`config.mk`:
```
export PLATFORM = sky130hd
export DESIGN_NAME = pipe_stage
export DESIGN_NICKNAME = d
export VERILOG_FILES = /design/src/rtl/pipe_stage.sv
export SDC_FILE = /design/constraint.sdc
export NUM_CORES = 1
export LEC_CHECK = 0
export BUFFER_PORTS_ARGS = -buffer_cell sky130_fd_sc_hd__buf_2
export CAP_MARGIN = 20
export CORE_MARGIN = 4
export CORE_UTILIZATION = 45
export DETAILED_ROUTE_END_ITERATION = 7
export PLACE_DENSITY = 0.91
export SLEW_MARGIN = 5
export SYNTH_ARGS = -nofsm -noshare
export SYNTH_HDL_FRONTEND = slang
export SYNTH_SLANG_ARGS = --single-unit
export TNS_END_PERCENT = 1
```
`constraint.sdc`:
```
create_clock -name clk -period 2.3 [get_ports clk]
set_input_delay 0.23 -clock clk [delete_from_list [all_inputs] [get_ports clk]]
set_output_delay 0.23 -clock clk [all_outputs]
set_load 0.02 [all_outputs]
```
`src/rtl/pipe_stage.sv`:
```
// pipe_stage: valid/ready pipeline register for the nand_cpu pipeline.
// Carries an opaque DATA_W-bit payload between adjacent stages, with a synchronous flush.
// Build option: define PIPE_STAGE_SKID_EN to add a second (skid) entry. o_ready is then
// driven from registered state only, with no combinational path from i_ready.
// Without it, the stage holds one entry and o_ready follows i_ready combinationally.

`default_nettype none

module pipe_stage #(
  parameter int unsigned DATA_W = 16
) (
  input  logic              clk,
  input  logic              n_rst,
  input  logic              i_valid,
  input  logic [DATA_W-1:0] i_data,
  output logic              o_ready,
  output logic              o_valid,
  output logic [DATA_W-1:0] o_data,
  input  logic              i_ready,
  input  logic              i_flush,
  output logic [1:0]        o_occupancy
);

  // State is the number of held entries.
  localparam logic [1:0] ST_EMPTY = 2'd0;
  localparam logic [1:0] ST_ONE   = 2'd1;
  localparam logic [1:0] ST_TWO   = 2'd2;

  logic [1:0]        r_state;
  logic [1:0]        w_state_nxt;
  logic [DATA_W-1:0] r_main;
  logic [DATA_W-1:0] w_main_nxt;
  logic              w_held;
  logic              w_in_xfer;
  logic              w_out_xfer;

`ifdef PIPE_STAGE_SKID_EN
  logic [DATA_W-1:0] r_skid;
  logic [DATA_W-1:0] w_skid_nxt;
`endif

  // Handshake outputs; flush hides both sides so no transfer is counted that cycle.
  always_comb begin
    w_held  = (r_state != ST_EMPTY);
    o_valid = w_held & ~i_flush;
`ifdef PIPE_STAGE_SKID_EN
    // Registered state only: stays ready until the skid entry is occupied.
    o_ready = (r_state != ST_TWO) & ~i_flush & n_rst;
`else
    // Single entry: can take a new word only if it is empty or being drained now.
    o_ready = (~w_held | i_ready) & ~i_flush & n_rst;
`endif
    w_in_xfer   = i_valid & o_ready;
    w_out_xfer  = o_valid & i_ready;
    o_data      = r_main;
    o_occupancy = r_state;
  end

  // Next-state and payload routing; payload registers load only on a transfer.
  always_comb begin
    w_state_nxt = r_state;
    w_main_nxt  = r_main;
`ifdef PIPE_STAGE_SKID_EN
    w_skid_nxt  = r_skid;
`endif
    if (i_flush) begin
      // Payloads keep their contents; only the occupancy is dropped.
      w_state_nxt = ST_EMPTY;
    end else begin
      case (r_state)
        ST_EMPTY: begin
          if (w_in_xfer) begin
            w_state_nxt = ST_ONE;
            w_main_nxt  = i_data;
          end
        end
        ST_ONE: begin
          if (w_in_xfer) begin
            if (w_out_xfer) begin
              w_main_nxt = i_data;
            end else begin
`ifdef PIPE_STAGE_SKID_EN
              // Head stays put; the newer word parks behind it.
              w_state_nxt = ST_TWO;
              w_skid_nxt  = i_data;
`else
              w_state_nxt = ST_ONE;
`endif
            end
          end else if (w_out_xfer) begin
            w_state_nxt = ST_EMPTY;
          end
        end
        ST_TWO: begin
`ifdef PIPE_STAGE_SKID_EN
          // No input is accepted here, so the skid word is next in line.
          if (w_out_xfer) begin
            w_state_nxt = ST_ONE;
            w_main_nxt  = r_skid;
          end
`else
          // Unreachable without the skid entry; recover to a known state.
          w_state_nxt = ST_EMPTY;
`endif
        end
        default: begin
          w_state_nxt = ST_EMPTY;
        end
      endcase
    end
  end

  // State and payload registers, cleared asynchronously on reset.
  always_ff @(posedge clk or negedge n_rst) begin
    if (!n_rst) begin
      r_state <= ST_EMPTY;
      r_main  <= '0;
    end else begin
      r_state <= w_state_nxt;
      r_main  <= w_main_nxt;
    end
  end

`ifdef PIPE_STAGE_SKID_EN
  // Skid register, loaded only when the head is stalled and a new word arrives.
  always_ff @(posedge clk or negedge n_rst) begin
    if (!n_rst) begin
      r_skid <= '0;
    end else begin
      r_skid <= w_skid_nxt;
    end
  end
`endif

`ifndef SYNTHESIS
  // Occupancy never takes the unused encoding.
  a_state_legal: assert property (@(posedge clk) disable iff (!n_rst)
    r_state != 2'd3);

`ifndef PIPE_STAGE_SKID_EN
  // A single-entry stage never reports two entries.
  a_no_two: assert property (@(posedge clk) disable iff (!n_rst)
    r_state != ST_TWO);
`endif

  // Flush always empties the stage on the next edge.
  a_flush_empties: assert property (@(posedge clk) disable iff (!n_rst)
    i_flush |=> (r_state == ST_EMPTY));

  // A stalled head word must not change under the consumer.
  a_head_stable: assert property (@(posedge clk) disable iff (!n_rst)
    (o_valid && !i_ready && !i_flush) |=> $stable(r_main));
`endif

endmodule

`default_nettype wire

```
==> results.md, run 1 <==
- The detail route stage leaves a number of antenna-violating nets equal to 0.
- Global routing finished with a remaining overflow of 0.
- The count of buffering cells on the critical path with inverters included is 4.
- The tightest min-delay check is of the input port to flop type.
- The number of warnings printed during yosys synthesis is 0.
- In the synthesized netlist, the number of instances is 42.
- For the finished layout, the period the worst path requires is 1.710 ns.
- Total power for the finished layout comes to 0.7740 mW.
- The share of the clock period used by the worst path is 0.7435.
- Clock tree synthesis found a total of 17 sinks.
- The via count of the first global-routing pass is 522.
- The largest single stage delay on the critical path is 0.52 ns.
- The standard-cell row count is 14.
- The data arrival time of the critical path is 1.48 ns.
- For this run, the share of the core covered by cells in the final layout is 0.6297.
- Clock skew on the completed layout was measured at 0.002059 ns.
- The core region area is 1524 um2.
- The number of H-tree levels is 1.
- Using the TritonRoute via totals, the vias-per-cell ratio works out to 4.860.
- The top cell types in the final layout, fill and taps aside, are 39 x sky130_fd_sc_hd__buf_2, 17 x sky130_fd_sc_hd__dfrtp_1, 9 x sky130_fd_sc_hd__mux2_4.
- At the end of the flow, the number of nets in the layout was 106.
- The die is 48.19 um tall.
- Summed over all failing endpoints, the final setup total negative slack is 0 ns.
- During placement, the flow inserted port buffers numbering 39.
- The total nets after synthesis is 63.
- The final layout contains routed wiring with a total length of 1.302 mm.
- The worst setup path is launched from an input port.
- The overall die area is 2322 um2.
- The post-synthesis sequential area ratio is 0.5852.
- The cell area after synthesis is 726.9 um2.
- Based on the critical path, the design can be clocked at up to 0.5848 GHz.
- The DRC violation total after the first TritonRoute iteration is 0.
- Setup repair after global routing left no endpoint under its margin.
- Along the worst path, the maximum fanout reaches 18.
- The slowest stage of the critical path belongs to the cell sky130_fd_sc_hd__dlygate4sd3_1.
- In this run the mean area of a mapped cell was 17.31 um2.
- The cell total after placement is 95.
- Once placement finished, the instance area stood at 923.4 um2.
- The post-detailed-route wirelength per cell is 13.02 um.
- The fraction of final layout cells sized beyond drive strength 1 is 0.7262.
- The number of maximum-capacitance violations is 0.
- The effective utilization at floorplan is 0.4770.
- Walking the worst path, the cells encountered are dlygate4sd3_1, buf_2, buf_4, and3b_1, buf_2.
- The number of distinct library cells after synthesis is 11.
- The run finished with clean final reports.
- Once detailed placement completed, the half-perimeter wirelength came to 1.061 mm.
- The count of pins over their slew limit is 0.
- Buffers added to address setup during post-CTS repair amount to 0.
- The area growth from synthesis to layout is 32.01%.
- At the placement stage, the worst setup path has a slack of 0.9425 ns.
- The total leakage power is 0.5379 nW.
- The wire length of the first global-routing pass is 2.076 mm.
- Entering global routing, the biggest net connects 19 pins.
- Across every metal layer, demand over resource in global routing totals 0.1306.
- The repair_antennas step left the layout with diodes totalling 0.
- During I/O placement, the number of pins put on the boundary was 41.
- The maximum root-to-sink buffer count is 2.
- Leaving out fill and tap cells, the most frequent cell in the layout is sky130_fd_sc_hd__buf_2.
- The horizontal die dimension is 48.19 um.
- The gate family responsible for the most delay along the worst path is buffers and inverters.
- The clock tree root buffer cell is sky130_fd_sc_hd__clkbuf_4.
- After detailed routing, the number of remaining DRC violations is 0.
- The worst hold slack is 0.1372 ns.
- The number of cells in the finished layout apart from fillers is 100.
- The endpoint kind of the worst setup timing path is a primary output.
- Detailed routing inserted a total of 486 vias.
- TritonCTS built the clock tree.
- The number of gates resized after CTS was 0.
- The weighted congestion reported at the end of routability-driven placement is 0.5852.
- The number of clock buffers inserted by TritonCTS is 3.
- The number of antenna violations at the first check in global routing is 0.
- The final setup violation count is 0.
- The worst setup margin is 0.5899 ns.
- The final hold violation count is 0.
- The required time reported for the critical path endpoint is 2.07 ns.
- The first-pass detailed-route iteration total is 1.
- Counting stages on the worst path, the most repeated cell is sky130_fd_sc_hd__buf_2.
- The post-synthesis register bit count is 17.
- The critical path in this run is classified as input port to primary output.
- The finished cells cover 959.7 um2.
- For this design the ratio of total power to cell area is 806.5 nW/um2.
- After clock tree synthesis, the clock-pin slew on the worst setup and hold paths is 0.09 ns.
- IR analysis of the VDD net gives a maximum drop of 0.4132 mV.
- The later-pin clock latency in the skew report is 0.27 ns.
## logic make-up (layout without fill, tap and decap cells)
logic type,Yosys count,count (layout),share of synthesized area
multiplexers,16,16,0.2943
flip-flops,17,17,0.5852
other,1,1,0.005159
buffers and inverters,3,45,0.03614
AND/OR/NAND/NOR,4,4,0.07229
AO/OA/AOI/OAI,1,1,0.006878
## power breakdown
| group | internal [mW] | leakage [nW] | switching [mW] |
|---|---|---|---|
| registers | 0.354 | 0.203 | 0.0267 |
| logic | 0.117 | 0.320 | 0.127 |
| clock network | 0.0671 | 0.0150 | 0.0821 |
## routing by layer
metal / wire length, um / share of wire / track usage
met3: 161 / 0.12 / 0.02952
met1: 447 / 0.34 / 0.1284
met4: 9 / 0.0069 / 0.06452
met2: 684 / 0.53 / 0.2500
met5: 0 / 0 / 0
## cell usage after synthesis
cell type                  instances  area [um2]
sky130_fd_sc_hd__conb_1            1       3.750
sky130_fd_sc_hd__nand2b_4          1       13.76
sky130_fd_sc_hd__nand4b_4          1       23.77
sky130_fd_sc_hd__buf_4             2       15.01
sky130_fd_sc_hd__dfrtp_1          17       425.4
sky130_fd_sc_hd__mux2_4            9       135.1
sky130_fd_sc_hd__a21oi_1           1       5.000
sky130_fd_sc_hd__and3b_1           1       8.760
sky130_fd_sc_hd__nor2b_1           1       6.260
sky130_fd_sc_hd__buf_6             1       11.26
sky130_fd_sc_hd__mux2_2            7       78.83
## flip-flops by register name (all words and copies together) (netlist names)
| name | count |
|---|---|
| o_data | 16 |
| o_occupancy | 1 |
## area by class of cell
| type | count | area [um2] |
|---|---|---|
| Fill cell | 122 | 564.3 |
| Sequential cell | 17 | 425.4 |
| Timing Repair Buffer | 41 | 212.7 |
| Clock buffer | 4 | 26.28 |
| Multi-Input combinational cell | 22 | 275.3 |
| Tap cell | 16 | 20.02 |
## repair_timing
item / in CTS / in global routing
hold endpoints to repair: 17 / 0
hold buffers: 1 / 0
endpoints found under the setup margin: 0 / 0
## worst paths after layout
path,slack [ns],cells past startpoint,startpoint,to
max,0.59,5,n_rst,o_ready
max in group asynchronous,1.64,3,n_rst,o_data[8]
min in group asynchronous,0.48,3,n_rst,o_data[6]
min reg2reg,0.51,1,o_data[3],o_data[3]
min,0.14,2,i_flush,o_occupancy[0]
max reg2reg,0.96,3,o_occupancy[0],o_data[14]
No activity file was read; power rests on OpenSTA's default activity.
==> inputs of run 2 (changes only) <==
- CORE_UTILIZATION: 45 -> 38
- PLACE_DENSITY: 0.91 -> 0.83
- clock period: 2.3 -> 1.5 ns (I/O delays scaled with it)
==> results.md, run 2 (synthesis gave the netlist of run 1 again) <==
- The run finished with clean final reports.
- The number of nets in the layout is 106 (unchanged).
- The global-route congestion overflow total is 0 (unchanged).
- The wire length of the first global-routing pass is 2.497 mm (+20%).
- The reg-to-reg setup timing slack is 0.13 ns (-0.83 ns).
- The via count of the first global-routing pass is 537 (+2.9%).
- The total chip power came to 1.203 mW (+55%).
- The transition time at the pin with the least slew margin is 0.7700 ns.
- The leading cell type in the layout, fill and taps excluded is sky130_fd_sc_hd__buf_2.
- The number of H-tree levels was 1 (unchanged).
- The number of clock buffers inserted by TritonCTS came to 3 (unchanged).
- The routed via count is 483 (-0.62%).
- The number of DRC violations after detailed routing is 0 (unchanged).
- The number of antenna violations at the first check in global routing is 0 (unchanged).
- The required time reported for the critical path endpoint is 1.67 ns (-0.40 ns).
- The clock sink count is 17 (unchanged).
- The largest vdd supply drop came to 0.7172 mV (+74%).
- The weighted congestion reported at the end of routability-driven placement is 0.6010 (+2.7%).
- The remaining antenna violation count after routing is 0 (unchanged).
- The standard-cell row count was 15 (+1).
- The final-layout setup total negative slack was 0 ns (unchanged).
- The I/O pin count is 41 (unchanged).
- The later-pin clock latency in the skew report is 0.28 ns (about the same).
- The post-detailed-placement half-perimeter wirelength is 1.170 mm (+10%).
- TritonCTS built the clock tree.
- The number of maximum-capacitance violations came to 0 (unchanged).
- The overall die area is 2677 um2 (+15%).
- In this run the most critical hold path is launched from i_flush.
- The post-CTS clock slew at the launch and capture registers of the worst setup and hold paths is 0.09 ns (about the same).
- The area growth from synthesis to layout is 33.56%.
- The total global routing track utilization is 0.1337 (+0.003100).
- The endpoint with the worst hold slack is o_occupancy[0].
- The die extent in y is 51.74 um (+7.4%).
- The number of flip-flops under the largest register name is 16 (unchanged).
- The fraction of final layout cells sized beyond drive strength 1 is 0.7262 (unchanged).
- The placement-stage worst setup slack is 0.1363 ns (-0.8062 ns).
- Of the available clock period, the critical path in the final layout requires 0.9105.
- The slowest cell on the critical path is sky130_fd_sc_hd__dfrtp_1.
- The count of pins over their slew limit was 0 (unchanged).
- The top fanout value on the critical path is 17 (-1).
- The worst hold slack is 0.04382 ns (-0.09334 ns).
- The met3 routing resource usage after global routing is 0.04585 (+0.01632).
- The total leakage power is 0.5379 nW (unchanged).
- The core region area is 1764 um2 (+16%).
- The delay of the slowest critical-path stage was 0.42 ns (-0.10 ns).
- The final setup violation count is 0 (unchanged).
- Walking the worst path, the cells encountered are nand2b_4, nand4b_4, mux2_4.
- The worst setup margin came to 0.1342 ns (-0.4557 ns).
- The total detailed-routing wirelength is 1.498 mm (+15%).
- The number of instances on the worst hold path came to 2 (unchanged).
- The maximum root-to-sink buffer count is 2 (unchanged).
- The data arrival time of the critical path is 1.54 ns (+0.06 ns).
- The number of fillers in the final layout came to 170 (+39%).
- The path class of the lowest-slack min-delay path is input port to flop.
- The worst reg2reg path depth is 3 (unchanged).
- The horizontal die dimension is 51.74 um (+7.4%).
- The library cells used most frequently in the layout, excluding fill and tap cells, are 39 x sky130_fd_sc_hd__buf_2, 17 x sky130_fd_sc_hd__dfrtp_1, 9 x sky130_fd_sc_hd__mux2_4.
- STA classifies the critical path endpoint as a flop.
- Setup repair after global routing left no endpoint under its margin.
- The per-cell via count in the routed design is 4.431 (-8.8%).
- The met2 demand-to-capacity share in global routing is 0.2161 (-0.03390).
- The global routing met1 resource utilization is 0.1520 (+0.02357).
- The number of buffers inserted by port buffering was 39 (unchanged).
- The total inserted antenna cells is 0 (unchanged).
- Static timing analysis puts the maximum clock frequency at 0.7322 GHz.
- The final hold violation count is 0 (unchanged).
- The final critical-path required period is 1.366 ns.
- The setup skew after layout is 0.0008821 ns (-0.001177 ns).
- The buffers inserted during post-CTS setup optimization is 0 (unchanged).
- The post-detailed-route wirelength per cell is 13.74 um (+5.6%).
- The root buffer cell chosen for the clock tree is sky130_fd_sc_hd__clkbuf_4.
- The worst reg2reg path startpoint is o_occupancy[0].
- The global routing stage identified its most utilized layer as met2.
- The maximum number of pins on one net before global-route repair is 18 (-1).
- The type of the worst setup path is flop to flop.
- The end of the worst register-to-register path is o_data[0].
- The power density over the cells came to 1239 nW/um2 (+54%).
- The effective utilization at floorplan came to 0.4121 (-0.06495).
- The max-slew headroom at the worst pin is 0.4850.
- The first-pass detailed-route iteration total is 3 (+2).
- STA classifies the critical path startpoint as a flop.
- The DRC violation total after the first TritonRoute iteration is 1 (+1).
[run 2: stage by stage]
stage	std cells	area, um2	utilization
finish	109	970.9	0.5504
global route	109	970.9	0.5504
CTS	109	970.9	0.5504
detailed placement	104	934.6	0.5298
global placement	104	934.6	0.5298
floorplan	42	726.9	-
[run 2: worst max path at each step]
stage                   startpoint          to  cells past startpoint
floorplan           o_occupancy[0]   o_data[0]                      4
global placement    o_occupancy[0]  o_data[11]                      3
detailed placement  o_occupancy[0]   o_data[0]                      3
CTS                 o_occupancy[0]   o_data[0]                      3
global route        o_occupancy[0]   o_data[0]                      3
finish              o_occupancy[0]   o_data[0]                      3
[run 2: cell type report]
cell class                      instances  area [um2]  share of cell area
Tap cell                               25       31.28             0.03222
Multi-Input combinational cell         22       275.3              0.2835
Timing Repair Buffer                   41       212.7              0.2191
Clock buffer                            4       26.28             0.02706
Sequential cell                        17       425.4              0.4381
[run 2: per-layer routing]
metal  up-vias  share of wire
met5         -              0
met4         0          0.015
met3         2          0.070
met2        22           0.53
met1       231           0.38
li1        228              -
[run 2: report_power, final]
group          switching, mW  internal [mW]  leakage (nW)
logic                  0.198          0.179         0.320
clock network          0.135          0.103        0.0150
registers             0.0448          0.543         0.203
[run 2: worst max-delay path: cells and delay by family, from the launching register on]
kind,cells,cell delay (ns)
mux,1,0.41
flops,1,0.42
simple gates,2,0.42
[run 2: repair_timing]
item                      4_1_cts  5_1_grt
hold endpoints to repair       17        0
hold buffers                    1        0
resized for setup               0        0
